### src/rtl/deser8way_if.sv
// Bundle of the deser8way serial input, parallel word output and handshake signals.
// master: the link/consumer side; slave: the deserializer.
interface deser8way_if;
  logic sin;
  logic sin_valid;
  logic clr;
  logic out_ready;
  logic a, b, c, d, e, f, g, h;
  logic out_valid;
  logic ovf;
  logic tout;
  logic perr;

  modport master (
    output sin, sin_valid, clr, out_ready,
    input  a, b, c, d, e, f, g, h, out_valid, ovf, tout, perr
  );

  modport slave (
    input  sin, sin_valid, clr, out_ready,
    output a, b, c, d, e, f, g, h, out_valid, ovf, tout, perr
  );
endinterface

### src/rtl/deser8way.sv
// Serial-to-parallel deserializer with one-word output register, frame timeout and sticky overflow.
// Optional even-parity frame check enabled by defining DESER8WAY_PARITY_EN.
module deser8way #(
  parameter int unsigned TIMEOUT = 16
) (
  input logic         clk,
  input logic         rst_n,
  deser8way_if.slave  bus
);

`ifdef DESER8WAY_PARITY_EN
  typedef enum logic [1:0] {StIdle, StShift, StPar} state_e;
`else
  typedef enum logic [1:0] {StIdle, StShift} state_e;
`endif

  localparam logic [7:0] TimeoutLim = 8'(TIMEOUT);

  state_e      state_q, state_d;
  logic [7:0]  shift_q, shift_d;
  logic [3:0]  cnt_q, cnt_d;
  logic [7:0]  idle_q, idle_d;
  logic [7:0]  word_q, word_d;
  logic        valid_q, valid_d;
  logic        ovf_q, ovf_d;
  logic        tout_q, tout_d;
  logic        done;
  logic [7:0]  idle_inc;
`ifdef DESER8WAY_PARITY_EN
  logic        perr_q, perr_d;
`endif

  always_comb begin
    state_d  = state_q;
    shift_d  = shift_q;
    cnt_d    = cnt_q;
    idle_d   = idle_q;
    word_d   = word_q;
    valid_d  = valid_q & ~bus.out_ready;
    ovf_d    = ovf_q & ~bus.clr;
    tout_d   = 1'b0;
    done     = 1'b0;
    idle_inc = idle_q + 8'd1;
`ifdef DESER8WAY_PARITY_EN
    perr_d   = 1'b0;
`endif

    unique case (state_q)
      StIdle: begin
        idle_d = '0;
        if (bus.sin_valid) begin
          shift_d = {7'd0, bus.sin};
          cnt_d   = 4'd1;
          state_d = StShift;
        end
      end
      StShift: begin
        if (bus.sin_valid) begin
          idle_d  = '0;
          shift_d = {shift_q[6:0], bus.sin};
          if (cnt_q == 4'd7) begin
`ifdef DESER8WAY_PARITY_EN
            cnt_d   = 4'd8;
            state_d = StPar;
`else
            done    = 1'b1;
            cnt_d   = '0;
            state_d = StIdle;
`endif
          end else begin
            cnt_d = cnt_q + 4'd1;
          end
        end
      end
`ifdef DESER8WAY_PARITY_EN
      StPar: begin
        if (bus.sin_valid) begin
          // Even parity: XOR over all nine bits must be zero.
          if (^{shift_q, bus.sin}) perr_d = 1'b1;
          else                     done   = 1'b1;
          idle_d  = '0;
          cnt_d   = '0;
          state_d = StIdle;
        end
      end
`endif
      default: state_d = StIdle;
    endcase

    if (!bus.sin_valid && state_q != StIdle) begin
      idle_d = idle_inc;
      if (idle_inc == TimeoutLim) begin
        state_d = StIdle;
        shift_d = '0;
        cnt_d   = '0;
        idle_d  = '0;
        tout_d  = 1'b1;
      end
    end

    // shift_d already holds the completed data byte on the completing edge.
    if (done) begin
      if (!valid_q || bus.out_ready) begin
        word_d  = shift_d;
        valid_d = 1'b1;
      end else begin
        ovf_d = 1'b1;
      end
    end
  end

  always_ff @(posedge clk or negedge rst_n) begin
    if (!rst_n) begin
      state_q <= StIdle;
      shift_q <= '0;
      cnt_q   <= '0;
      idle_q  <= '0;
      word_q  <= '0;
      valid_q <= 1'b0;
      ovf_q   <= 1'b0;
      tout_q  <= 1'b0;
`ifdef DESER8WAY_PARITY_EN
      perr_q  <= 1'b0;
`endif
    end else begin
      state_q <= state_d;
      shift_q <= shift_d;
      cnt_q   <= cnt_d;
      idle_q  <= idle_d;
      word_q  <= word_d;
      valid_q <= valid_d;
      ovf_q   <= ovf_d;
      tout_q  <= tout_d;
`ifdef DESER8WAY_PARITY_EN
      perr_q  <= perr_d;
`endif
    end
  end

  assign {bus.a, bus.b, bus.c, bus.d, bus.e, bus.f, bus.g, bus.h} = word_q;
  assign bus.out_valid = valid_q;
  assign bus.ovf       = ovf_q;
  assign bus.tout      = tout_q;
`ifdef DESER8WAY_PARITY_EN
  assign bus.perr      = perr_q;
`else
  assign bus.perr      = 1'b0;
`endif

endmodule
### src/flat_wrapper.sv
// flat-port wrapper written by rule: the top's interface ports become plain ports
module deser8way_flat 
#(
  parameter int unsigned TIMEOUT = 16
)
  (clk, rst_n, bus_sin, bus_sin_valid, bus_clr, bus_out_ready, bus_a, bus_b, bus_c, bus_d, bus_e, bus_f, bus_g, bus_h, bus_out_valid, bus_ovf, bus_tout, bus_perr);
  deser8way_if bus_i ();
  input logic clk;
  input logic rst_n;
  input wire logic [$bits(bus_i.sin)-1:0] bus_sin;
  input wire logic [$bits(bus_i.sin_valid)-1:0] bus_sin_valid;
  input wire logic [$bits(bus_i.clr)-1:0] bus_clr;
  input wire logic [$bits(bus_i.out_ready)-1:0] bus_out_ready;
  output wire logic [$bits(bus_i.a)-1:0] bus_a;
  output wire logic [$bits(bus_i.b)-1:0] bus_b;
  output wire logic [$bits(bus_i.c)-1:0] bus_c;
  output wire logic [$bits(bus_i.d)-1:0] bus_d;
  output wire logic [$bits(bus_i.e)-1:0] bus_e;
  output wire logic [$bits(bus_i.f)-1:0] bus_f;
  output wire logic [$bits(bus_i.g)-1:0] bus_g;
  output wire logic [$bits(bus_i.h)-1:0] bus_h;
  output wire logic [$bits(bus_i.out_valid)-1:0] bus_out_valid;
  output wire logic [$bits(bus_i.ovf)-1:0] bus_ovf;
  output wire logic [$bits(bus_i.tout)-1:0] bus_tout;
  output wire logic [$bits(bus_i.perr)-1:0] bus_perr;
  assign bus_i.sin = bus_sin;
  assign bus_i.sin_valid = bus_sin_valid;
  assign bus_i.clr = bus_clr;
  assign bus_i.out_ready = bus_out_ready;
  assign bus_a = bus_i.a;
  assign bus_b = bus_i.b;
  assign bus_c = bus_i.c;
  assign bus_d = bus_i.d;
  assign bus_e = bus_i.e;
  assign bus_f = bus_i.f;
  assign bus_g = bus_i.g;
  assign bus_h = bus_i.h;
  assign bus_out_valid = bus_i.out_valid;
  assign bus_ovf = bus_i.ovf;
  assign bus_tout = bus_i.tout;
  assign bus_perr = bus_i.perr;
  deser8way #(.TIMEOUT(TIMEOUT)) u_core (.clk(clk), .rst_n(rst_n), .bus(bus_i));
endmodule
### config.mk
export PLATFORM = sky130hd
export DESIGN_NAME = deser8way_flat
export DESIGN_NICKNAME = d
export VERILOG_FILES = /design/src/rtl/deser8way_if.sv /design/src/rtl/deser8way.sv /design/src/flat_wrapper.sv
export SDC_FILE = /design/constraint.sdc
export NUM_CORES = 1
export LEC_CHECK = 0
export CAP_MARGIN = 20
export CORE_MARGIN = 3
export CORE_UTILIZATION = 50
export CTS_CLUSTER_SIZE = 24
export DETAILED_ROUTE_END_ITERATION = 6
export GPL_TIMING_DRIVEN = 0
export PLACE_DENSITY = 0.73
export SLEW_MARGIN = 20
export SYNTH_ARGS = -nofsm -noshare
export SYNTH_HDL_FRONTEND = slang
export SYNTH_SLANG_ARGS = --single-unit
### constraint.sdc
create_clock -name clk -period 3.7 [get_ports clk]
set_clock_uncertainty 0.05 [all_clocks]
set_input_delay 0.74 -clock clk [delete_from_list [all_inputs] [get_ports clk]]
set_output_delay 0.74 -clock clk [all_outputs]
set_load 0.02 [all_outputs]
; After elaboration in Yosys (flattened, before gate mapping)
; Index checks and enable logic that the tools add are counted.
[totals]
register_bits = 33
latch_bits = 0
ramBits = 0
mem_bits_ro = 0
memories = 0
[op_classes]
addsub = 2
multipliers = 0
div = 0
n_lt_le_gt_ge = 0
n_eq_ne = 4
n_shift = 0
muxes = 30
bitwise_logic = 4
n_reduce_logical = 9
[ops]
columns = cell, count
row1 = $mux 8, 7
row2 = $pmux 8 s2, 2
row3 = $mux 4, 5
row4 = $mux 2, 5
row5 = $mux 1, 9
row6 = $add 8x1->8 const B, 1
row7 = $eq 8x5->1 const B, 1
row8 = $pmux 4 s2, 1
row9 = $add 4x1->4 const B, 1
row10 = $eq 4x3->1 const B, 1
row11 = $pmux 2 s2, 1
row12 = $reduce_and 2->1, 2
row13 = $ne 3x2->1 const B, 1
row14 = $reduce_bool 3->1, 1
row15 = $and 1x1->1, 2
row16 = $eq 2x1->1 const B, 1
row17 = $logic_not 1->1, 2
row18 = $logic_not 2->1, 1
row19 = $not 1->1, 2
row20 = $reduce_bool 2->1, 1
row21 = $logic_and 1x1->1, 1
row22 = $logic_or 1x1->1, 1

; Longest topological paths before layout
; Gate-level depths: netlist of run 1.
[depth]
depth_word = 6
depth_mapped = 7

; Least setup slack after synthesis of run 1
; OpenSTA, ideal clock, no wires.
[synth_path]
path_type = register -> register
startpoint = reg u_core.idle_q[0]
endpoint = reg u_core.shift_q[0]
setup_ps = 122
t_arrival_ps = 1663
t_required_ps = 3528
setup_slack_ps = 1865
path_stages_with_launch = 8
synth_period_minus_slack_ps = 1835
path_cell_list = dfrtp_1 -> ha_1 -> a21boi_0 -> a21oi_1 -> o32a_1 -> nor4_4 -> buf_6 -> nor2_2
[synth_via]
elab_chain_cells = 4
[synth_lines]
columns = item, line_no
row1 = "start, declared", deser8way.sv:22  ; logic [7:0] idle_q, idle_d;
row2 = "start signal, assigned", deser8way.sv:129  ; idle_q <= idle_d;
row3 = $add 8x1->8, deser8way.sv:43  ; idle_inc = idle_q + 8'd1;
row4 = $eq 8x5->1, deser8way.sv:92  ; if (idle_inc == TimeoutLim) begin
row5 = $mux 8, deser8way.sv:92
row6 = $mux 8, deser8way.sv:90  ; if (!bus.sin_valid && state_q != StIdle) begin
row7 = named net u_core.shift_d[0], deser8way.sv:20  ; logic [7:0] shift_q, shift_d;
row8 = "end signal, assigned", deser8way.sv:127  ; shift_q <= shift_d;
row9 = "end, declared", deser8way.sv:20
; The timed path passes the listed nets, and every way through them passes these cells.
; A chain may end at the register's enable or synchronous reset.

; Worst setup path in the final report of run 1
[layout_path]
startpoint = in bus_sin_valid
endpoint = reg u_core.word_q[7]
[layout_via]
elab_chain_cells = 4
[layout_lines]
columns = item, line_no
row1 = "start, declared", flat_wrapper.sv:11  ; input wire logic [$bits(bus_i.sin_valid)-1:0] bus_sin_valid;
row2 = $mux 8 (on tied branches), "deser8way.sv:58, deser8way.sv:51"
row3 = $pmux 8 s2, deser8way.sv:48  ; unique case (state_q)
row4 = $mux 8, deser8way.sv:92
row5 = $mux 8, deser8way.sv:90
row6 = "end signal, assigned", deser8way.sv:130  ; word_q <= word_d;
row7 = "end, declared", deser8way.sv:23  ; logic [7:0] word_q, word_d;
; Several ways; a longest one is shown, not always the timed one.

==> results of run 1 <==
-- kinds of logic after synthesis --
logic type	Yosys count
AOI/OAI and AO/OA	38
xor gates and xnor gates	4
adders and majority gates	3
buffers and inverters	15
DFF	33
muxes	2
other	1
and+or+nand+nor	71
-- state kept, by name (all words and copies together), names as in the netlist --
signal / flops
u_core.idle_q: 8
u_core.shift_q: 8
u_core.word_q: 8
u_core.cnt_q: 4
u_core.state_q: 2
u_core.bus.out_valid: 1
u_core.bus.ovf: 1
u_core.bus.tout: 1
-- per-stage QoR --
| step | std cells | util (%) |
|---|---|---|
| after floorplan | 168 | - |
| after global routing | 236 | 62.0 |
| final | 236 | 62.0 |
| after detailed placement | 228 | 59.7 |
| after global placement | 228 | 59.9 |
| after CTS | 236 | 62.0 |
-- routing by layer --
metal | share of wire [%] | routed length [um] | track usage (%) | vias to the layer above
met1 | 51 | 1550 | 25.1 | 584
met5 | 0 | 0 | 0 | -
met3 | 5.2 | 157 | 5.76 | 4
met4 | 0.76 | 23 | 4.96 | 0
li1 | - | - | - | 627
met2 | 43 | 1300 | 24.2 | 28
-- area by class of cell --
class                           count  area share (%)
Buffer                             12            3.87
Clock buffer                        7            3.41
Clock inverter                      1           0.262
Inverter                            3           0.590
Multi-Input combinational cell    120            37.6
Sequential cell                    33            43.3
Tap cell                           44            2.89
Timing Repair Buffer               16            8.13
-- cell usage after synthesis, types with 3 or more instances --
cell type	n	area share [%]
a21oi_1	22	6.8
and3_1	10	3.9
buf_6	3	2.1
clkbuf_1	6	1.4
dfrtp_1	33	51
ha_1	3	2.3
inv_1	3	0.69
nand2_1	12	2.8
nand3_1	9	2.8
nor2_1	14	3.2
nor2_2	9	3.5
nor3_1	4	1.2
o21ai_0	4	1.2
xnor2_1	4	2.2
-- power by group --
| group | leakage (nW) | total, mW | internal [mW] | switching [mW] |
|---|---|---|---|---|
| combinational | 0.421 | 0.154 | 0.0726 | 0.0812 |
| sequential | 0.445 | 0.435 | 0.400 | 0.0347 |
| clock | 0.0413 | 0.224 | 0.110 | 0.114 |
-- worst max-delay path, delay by kind of cell --
kind                   cells  cell delay (ns)
AO/OA/AOI/OAI              1             0.11
buffers and inverters      3             1.08
AND/OR/NAND/NOR            3             0.48
-- worst paths after layout --
| check | start | to | slack, ns | cells after the start |
|---|---|---|---|---|
| max in group asynchronous | rst_n | u_core.idle_q[7] | 2.75 | 1 |
| max reg2reg | u_core.idle_q[0] | u_core.shift_q[4] | 1.66 | 7 |
| min in group clk | u_core.shift_q[7] | u_core.shift_q[7] | 0.47 | 2 |
| max | bus_sin_valid | u_core.word_q[7] | 1.50 | 7 |
| min reg2reg | u_core.shift_q[7] | u_core.shift_q[7] | 0.47 | 2 |
| min | rst_n | u_core.idle_q[3] | 0.40 | 1 |
==> key figures, run 1 <==
Run status
  – Status: completed

Timing
  – Tcrit/Tclk final: 59.4%
  – Hold Slack: 0.397 ns
  – Worst Tran Pin Value: 0.706 ns
  – Setup TNS: 0 ns
  – RSZ-0062 raised after global routing: false
  – Maximum clock rate: 455 MHz
  – Minimum clock period: 2.20 ns
  – Fin. Hold Viols: 0
  – Final Setup Violations: 0
  – Min setup slack post-route: 1.50 ns
  – Slew headroom: 52.9%
  – Slew Limit Fails: 0

Finish
  – Fin nets: 200
  – Area grow syn2layout: 17.5%
  – Area of the multi-input gates: 717 um2
  – Fillcell total: 269
  – Final instance area: 1910 um2
  – Share of layout cells above drive strength 1: 14.6%
  – Leading cell type in the layout, fill and taps excluded: dfrtp_1
  – Most frequent cells in the layout: 33 x dfrtp_1, 22 x a21oi_1, 15 x clkdlybuf4s50_1
  – Sequential Area: 826 um2
  – Ant. Diodes: 0

Route
  – Antenna-violating nets left: 0
  – Residual DRC: 0
  – Drt first-iter violations: 45
  – Via/cell ratio: 5.27
  – Vias: 1243
  – Routed WL: 3.04 mm
  – WL/cell: 12.9 um
  – Initial DRT Pass Iterations: 4

Synthesis
  – Largest family of logic cells by synthesized area: simple AND/OR/NAND/NOR gates
  – Async S/R FF share, synth: 100%
  – Post-Syn Area: 1620 um2
  – Gate Count Post-Synth: 167
  – Yosys warns: 0
  – Post-synthesis sequential element count: 33
  – Prevailing post-synth register cell: dfrtp_1
  – Mux share of post-synthesis cell area: 1.23%
  – Synth Area in XOR/XNOR: 2.16%
  – EDFF count, synth: 0
  – Synthesized-area fraction occupied by adder cells: 2.31%
  – Distinct cells, synth: 38
  – Register area share after synthesis: 50.8%
  – Synth Area in Compound Gates: 13.3%
  – Syn avg cell area: 9.72 um2
  – Simple-gate portion of the synthesized area: 24.7%

Die
  – Die width: 63.0 um
  – Chip height: 63.0 um
  – Die area: 3970 um2
  – Core Area: 3080 um2
  – # rows: 20
  – Initial Util: 52.8%
  – I/O Pins: 18

Critical path
  – Critical path required time: 3.90 ns
  – CP cell instances: clkdlybuf4s50_1 -> nor2b_1 -> and3_1 -> clkbuf_1 -> buf_2 -> nor2_1 -> a21oi_1
  – Startpoint Class: input port
  – CP max-delay cell: clkdlybuf4s50_1
  – Element type at the critical path end: flop
  – Critical path data arrival time: 2.40 ns
  – Slowest stage delay, CP: 0.54 ns
  – CP Max Fanout: 10
  – Crit Path Category: in2reg

CTS
  – CTS-repair resized insts: 0
  – CTS Sinks: 33
  – Clk_lat worst skew: 0.33 ns
  – Worst-path clk slew: 0.10 ns
  – CTS tree: built
  – H-tree Lvls: 2
  – Cts bufs inserted: 5
  – CTS hold repair buffers: 0
  – CTS Root Cell: clkbuf_4
  – Setup bufs post-CTS: 0
  – Clock Tree Buf Depth: 2

Power
  – Power consumption: 0.813 mW
  – PwrDens: 426 nW/um2
  – Static leakage power: 0.908 nW
  – Worst VDD drop: 0.299 mV

Global routing
  – Largest net degree at the start of global routing: 34
  – Antenna violations before repair: 0
  – GR Util All Layers: 17.2%
  – Vias in the first global route: 1172
  – GR Overflow Total: 0
  – First-pass GRT wire length: 5.44 mm

Worst hold path
  – Worst hold-check path type: in2async

Placement
  – Port bufs: 16
  – Placer Congestion: 0.871
  – Dpl ws: 1.14 ns
  – Placed Area: 1840 um2
  – Final HPWL DP: 2.22 mm

Flow run
  – Max_cap viols: 0
Power figures use the tool's default switching activity.
==> run 2, diff against run 1 <==
--- a/config.mk
+++ b/config.mk
@@ -11,7 +11,7 @@
 export CTS_CLUSTER_SIZE = 24
 export DETAILED_ROUTE_END_ITERATION = 6
 export GPL_TIMING_DRIVEN = 0
-export PLACE_DENSITY = 0.73
+export PLACE_DENSITY = 0.76
 export SLEW_MARGIN = 20
 export SYNTH_ARGS = -nofsm -noshare
 export SYNTH_HDL_FRONTEND = slang
==> constraint.sdc (replaced) <==
create_clock -name clk -period 2 [get_ports clk]
set_clock_uncertainty 0.05 [all_clocks]
set_input_delay 0.4 -clock clk [delete_from_list [all_inputs] [get_ports clk]]
set_output_delay 0.4 -clock clk [all_outputs]
set_load 0.02 [all_outputs]
==> run 2 against run 1 <==
  * Sequential share of layout area fell by 2.0 points
  * Combinational power rose by 110%
  * Via count rose by 10%
  * Clock-buffer cell count fell by 2
  * Critical path depth rose by 1
  * Non-clock buffer count rose by 11
==> key figures, run 2 (same netlist as run 1, synthesis figures left out) <==
Run status
  – Status: completed

Timing
  – Setup TNS: 0 ns
  – Minimum clock period: 1.98 ns
  – Maximum clock rate: 506 MHz
  – Slew headroom: 52.1%
  – Slew Limit Fails: 0
  – Worst Tran Pin Value: 0.719 ns
  – Final Setup Violations: 0
  – Fin. Hold Viols: 0
  – Tcrit/Tclk final: 98.9%

Route
  – Vias: 1369
  – WL/cell: 15.0 um
  – Initial DRT Pass Iterations: 4
  – Antenna-violating nets left: 0
  – Via/cell ratio: 5.54
  – Residual DRC: 0
  – Drt first-iter violations: 102
  – Routed WL: 3.71 mm

CTS
  – CTS hold repair buffers: 0
  – CTS tree: built
  – CTS Sinks: 33
  – H-tree Lvls: 2
  – Cts bufs inserted: 5
  – Clk_lat worst skew: 0.34 ns
  – CTS Root Cell: clkbuf_4
  – Worst-path clk slew: 0.11 ns
  – Clock Tree Buf Depth: 2

Critical path
  – Critical path required time: 2.19 ns
  – Critical path data arrival time: 2.17 ns
  – Startpoint Class: flop
  – Element type at the critical path end: flop
  – Crit Path Category: reg2reg
  – CP Max Fanout: 8

Finish
  – Fin nets: 211
  – Final std cells w/o fill: 247
  – Final instance area: 2010 um2
  – Share of layout cells above drive strength 1: 23.6%
  – Largest registers: u_core.idle_q (8), u_core.shift_q (8), u_core.word_q (8)
  – Area grow syn2layout: 23.7%
  – Final Core Density: 65.3%
  – Ant. Diodes: 0
  – Most frequent cells in the layout: 30 x dfrtp_1, 22 x a21oi_1, 15 x clkdlybuf4s50_1
  – Leading cell type in the layout, fill and taps excluded: dfrtp_1

Die
  – Die width: 63.0 um
  – I/O Pins: 18
  – # rows: 20
  – Initial Util: 52.8%
  – Die area: 3970 um2
  – Chip height: 63.0 um
  – Core Area: 3080 um2

Power
  – Pint: 1.03 mW
  – Switching Power: 0.473 mW
  – Static leakage power: 0.956 nW
  – Worst VDD drop: 0.486 mV
  – Comb power frac: 21.4%
  – Switching share of total power: 31.6%
  – PwrDens: 746 nW/um2
  – Sequential power share: 54.1%
  – Clock group share of total power: 24.5%

Global routing
  – Largest net degree at the start of global routing: 34
  – Vias in the first global route: 1316
  – Met1 Use GR: 26.1%
  – Met2 Resource Use GR: 30.7%
  – GR Overflow Total: 0
  – Antenna violations before repair: 0
  – Top Usage Layer GRT: met2
  – First-pass GRT wire length: 6.15 mm
  – Met3 usage: 4.32%
  – GR Util All Layers: 19.6%

Placement
  – Final HPWL DP: 2.36 mm
  – Placed cells: 228
  – Port bufs: 16
  – Placed Area: 1840 um2
  – Placer Congestion: 0.842

Flow run
  – Max_cap viols: 0

Worst hold path
  – Worst hold-check path type: in2async
==> run 2: cell count changes in the layout (fill, tap and decap cells not counted), moves of 2 or more <==
cell      delta
dfrtp_2      +3
dfrtp_1      -3
buf_4       +11
clkbuf_8     -2
==> run 2: path summary, 6_finish.rpt <==
| kind | start | end | slack, ns | depth (start not counted) |
|---|---|---|---|---|
| max | u_core.idle_q[1] | u_core.shift_q[5] | 0.02 | 8 |
| min | rst_n | u_core.word_q[2] | 0.05 | 1 |
| max reg2reg | u_core.idle_q[1] | u_core.shift_q[5] | 0.02 | 8 |
| min reg2reg | u_core.shift_q[7] | u_core.shift_q[7] | 0.48 | 2 |
| max in group asynchronous | rst_n | u_core.idle_q[1] | 1.34 | 1 |
| min in group clk | u_core.shift_q[7] | u_core.shift_q[7] | 0.48 | 2 |
==> run 2: worst max-delay path, stage by stage, from the launching register on <==
cell and delay [ns]:
dfrtp_2 0.46, ha_4 0.20, a21boi_2 0.18, a21oi_1 0.09, o32a_1 0.25, nor4_4 0.32, buf_4 0.17, buf_6 0.12
nor2_2 0.05
==> run 2: power by group through the flow <==
stage / combinational (mW) / sequential, mW / clock (mW)
floorplan: 0.151 / 0.838 / 0
global placement: 0.281 / 0.811 / 0
detailed placement: 0.293 / 0.817 / 0
CTS: 0.298 / 0.806 / 0.383
global route: 0.351 / 0.823 / 0.415
finish: 0.321 / 0.811 / 0.368
==> run 2: through the flow <==
| stage | setup WS (ns) | power [mW] | hold WS [ns] |
|---|---|---|---|
| after global placement | -0.213 | 1.09 | 0.444 |
| after global routing | -0.0682 | 1.59 | 0.0783 |
| after floorplan | 0.165 | 0.989 | 0.0544 |
| final | 0.0224 | 1.50 | 0.0457 |
| after detailed placement | -0.227 | 1.11 | 0.452 |
| after CTS | 0.00856 | 1.49 | 0.0613 |
==> run 2: layout make-up <==
class / instances / area, um2
well taps: 44 / 55.1
clock inverters: 3 / 17.5
repair buffers: 28 / 245
clock buffers: 5 / 37.5
inverters: 3 / 11.3
multi-input cells: 120 / 743
fillers: 254 / 1070
flip-flops and latches: 33 / 830
plain buffers: 11 / 70.1
==> run 2: per-layer routing <==
layer / wire [um] / part of all wire [%]
met5: 0 / 0
met4: 68 / 1.8
met2: 1770 / 48
met3: 225 / 6.1
met1: 1640 / 44
==> run 2: what timing repair did <==
item / in CTS / in global routing
pin swaps: 1 / 4
resized for setup: 3 / 9
buffers inserted: 1 / 10
endpoints found under the setup margin: 10 / 23
gates cloned: 0 / 1
==> run 3, diff against run 2 <==
--- a/config.mk
+++ b/config.mk
@@ -10,8 +10,9 @@
 export CORE_UTILIZATION = 50
 export CTS_CLUSTER_SIZE = 24
 export DETAILED_ROUTE_END_ITERATION = 6
+export DONT_BUFFER_PORTS = 1
 export GPL_TIMING_DRIVEN = 0
-export PLACE_DENSITY = 0.76
+export PLACE_DENSITY = 0.69
 export SLEW_MARGIN = 20
 export SYNTH_ARGS = -nofsm -noshare
 export SYNTH_HDL_FRONTEND = slang
==> run 3 against run 2 <==
  * Combinational power shrank 34%
  * Register-to-register slack improved by 0.08 ns
  * Cell count down 9.3%
  * Wire length is 15% lower
  * Critical path depth is 1 lower
  * Largest power group unchanged
==> key figures, run 3 (same netlist as run 1, synthesis figures left out) <==
Route
  – Antenna-violating nets left: 0
  – Via/cell ratio: 5.54
  – Initial DRT Pass Iterations: 4
  – Residual DRC: 0
  – Drt first-iter violations: 56
  – Vias: 1240
  – Routed WL: 3.16 mm
  – WL/cell: 14.1 um

Critical path
  – Top cell by count, worst path: buf_6
  – R2R depth: 7
  – Reg2reg end: u_core.shift_q[4]
  – Reg2reg setup slack: 0.10 ns
  – Critical path required time: 2.17 ns
  – Crit Path Category: reg2reg
  – FF-to-FF Start: u_core.idle_q[3]
  – CP cell instances: buf_6 -> nand4_4 -> xnor2_1 -> o32a_1 -> nor4_4 -> buf_6 -> nor2_2
  – CP max-delay cell: o32a_1
  – Cell family with most CP delay: simple AND/OR/NAND/NOR gates
  – Element type at the critical path end: flop
  – Critical path data arrival time: 2.07 ns
  – CP Buf/Inv Count: 2
  – Startpoint Class: flop
  – CP Max Fanout: 10
  – Slowest stage delay, CP: 0.40 ns

Power
  – Power consumption: 1.58 mW
  – Worst VDD drop: 0.519 mV
  – PwrDens: 856 nW/um2
  – Static leakage power: 0.879 nW

Flow run
  – Max_cap viols: 0

Timing
  – Slew Limit Fails: 0
  – Maximum clock rate: 527 MHz
  – Worst Tran Pin Value: 0.562 ns
  – Slew headroom: 62.1%
  – Tcrit/Tclk final: 94.8%
  – RSZ-0062 raised after global routing: true
  – Final Setup Violations: 0
  – Min setup slack post-route: 0.103 ns
  – Hold Slack: 0.0975 ns
  – Minimum clock period: 1.90 ns
  – Fin. Hold Viols: 0

CTS
  – Worst-path clk slew: 0.10 ns
  – Clock Tree Buf Depth: 2
  – H-tree Lvls: 2
  – CTS Sinks: 33
  – CTS tree: built
  – CTS Root Cell: clkbuf_4
  – Cts bufs inserted: 5
  – Clk_lat worst skew: 0.34 ns

Worst hold path
  – WHS Path Cells: 1
  – Worst hold-check path type: in2reg
  – Worst Min Path Start: bus_clr
  – WHS Endpoint: u_core.bus.ovf

Die
  – Die area: 3970 um2
  – Die width: 63.0 um
  – # rows: 20
  – Initial Util: 52.8%
  – Core Area: 3080 um2
  – I/O Pins: 18
  – Chip height: 63.0 um

Finish
  – Ant. Diodes: 0
  – Leading cell type in the layout, fill and taps excluded: dfrtp_1
  – Share of layout cells above drive strength 1: 20.0%
  – Fin nets: 188
  – Largest registers: u_core.idle_q (8), u_core.shift_q (8), u_core.word_q (8)
  – Fillcell total: 264
  – Area grow syn2layout: 13.4%
  – Most frequent cells in the layout: 31 x dfrtp_1, 22 x a21oi_1, 14 x nor2_1

Placement
  – Final HPWL DP: 2.16 mm
  – Port bufs: 0
  – Placer Congestion: 0.823
  – Dpl ws: -0.164 ns

Global routing
  – Largest net degree at the start of global routing: 34
  – First-pass GRT wire length: 5.42 mm
  – Antenna violations before repair: 0
  – Vias in the first global route: 1196
  – GR Overflow Total: 0
  – GR Util All Layers: 17.3%

Run status
  – Status: completed
## run 3: cell types whose count changed in the layout (fill, tap and decap cells not counted), sizes merged
cell | before | now
bufinv | 0 | 1
clkbuf | 11 | 12
clkinvlp | 1 | 0
dlygate4sd3 | 0 | 1
clkdlybuf4s50 | 15 | 0
clkinv | 2 | 0
buf | 18 | 10
## run 3: final cells by class
type / count / area (um2) / share of cell area [%]
Multi-Input combinational cell: 120 / 739 / 40.1
Inverter: 3 / 11.3 / 0.611
Sequential cell: 33 / 828 / 45.0
Clock buffer: 7 / 55.1 / 2.99
Tap cell: 44 / 55.1 / 2.99
Buffer: 11 / 70.1 / 3.80
Clock inverter: 1 / 30.0 / 1.63
Timing Repair Buffer: 5 / 52.6 / 2.85
## run 3: layer usage
metal  up-vias  wire (um)  track usage, %
li1        604          -               -
met4         0         47            5.79
met5         -          0               0
met2        38       1440            27.0
met3         6        175            5.76
met1       592       1500            22.5
## run 3: worst max-delay path by stage
stage	startpoint	depth (start not counted)	slack, ns	to
after floorplan	u_core.idle_q[0]	7	0.17	u_core.shift_q[0]
after global placement	u_core.idle_q[0]	7	-0.09	u_core.shift_q[0]
after detailed placement	u_core.idle_q[0]	7	-0.16	u_core.shift_q[4]
after CTS	u_core.idle_q[1]	7	0.01	u_core.shift_q[4]
after global routing	u_core.idle_q[4]	7	-0.0006	u_core.shift_q[4]
final	u_core.idle_q[3]	7	0.10	u_core.shift_q[4]
## run 3: worst register-to-register path, cell delays in order, from the launching register on
cell	delay, ns
dfrtp_1	0.36
buf_6	0.13
nand4_4	0.10
xnor2_1	0.14
o32a_1	0.40
nor4_4	0.34
buf_6	0.22
nor2_2	0.06
## run 3: power by group
part | switching [mW] | leakage [nW] | total (mW) | internal, mW
Sequential | 0.104 | 0.443 | 0.845 | 0.741
Combinational | 0.115 | 0.391 | 0.212 | 0.0967
Clock | 0.221 | 0.0455 | 0.519 | 0.298
Total | 0.439 | 0.879 | 1.58 | 1.14
## run 3: per-stage QoR
stage	setup TNS [ns]	cells	instance area (um2)	util (%)
2_1_floorplan	0	168	1630	-
3_3_place_gp	-0.799	212	1680	54.7
3_5_place_dp	-1.51	212	1680	54.7
4_1_cts	0	225	1820	59.2
5_1_grt	-0.000610	224	1840	59.8
6_report	0	224	1840	59.8
## run 3: repair_timing
action	CTS	global route
resized for setup	1	8
hold endpoints to repair	33	0
pin swaps	1	1
hold buffers	2	0
buffers inserted	3	0
endpoints found under the setup margin	12	24
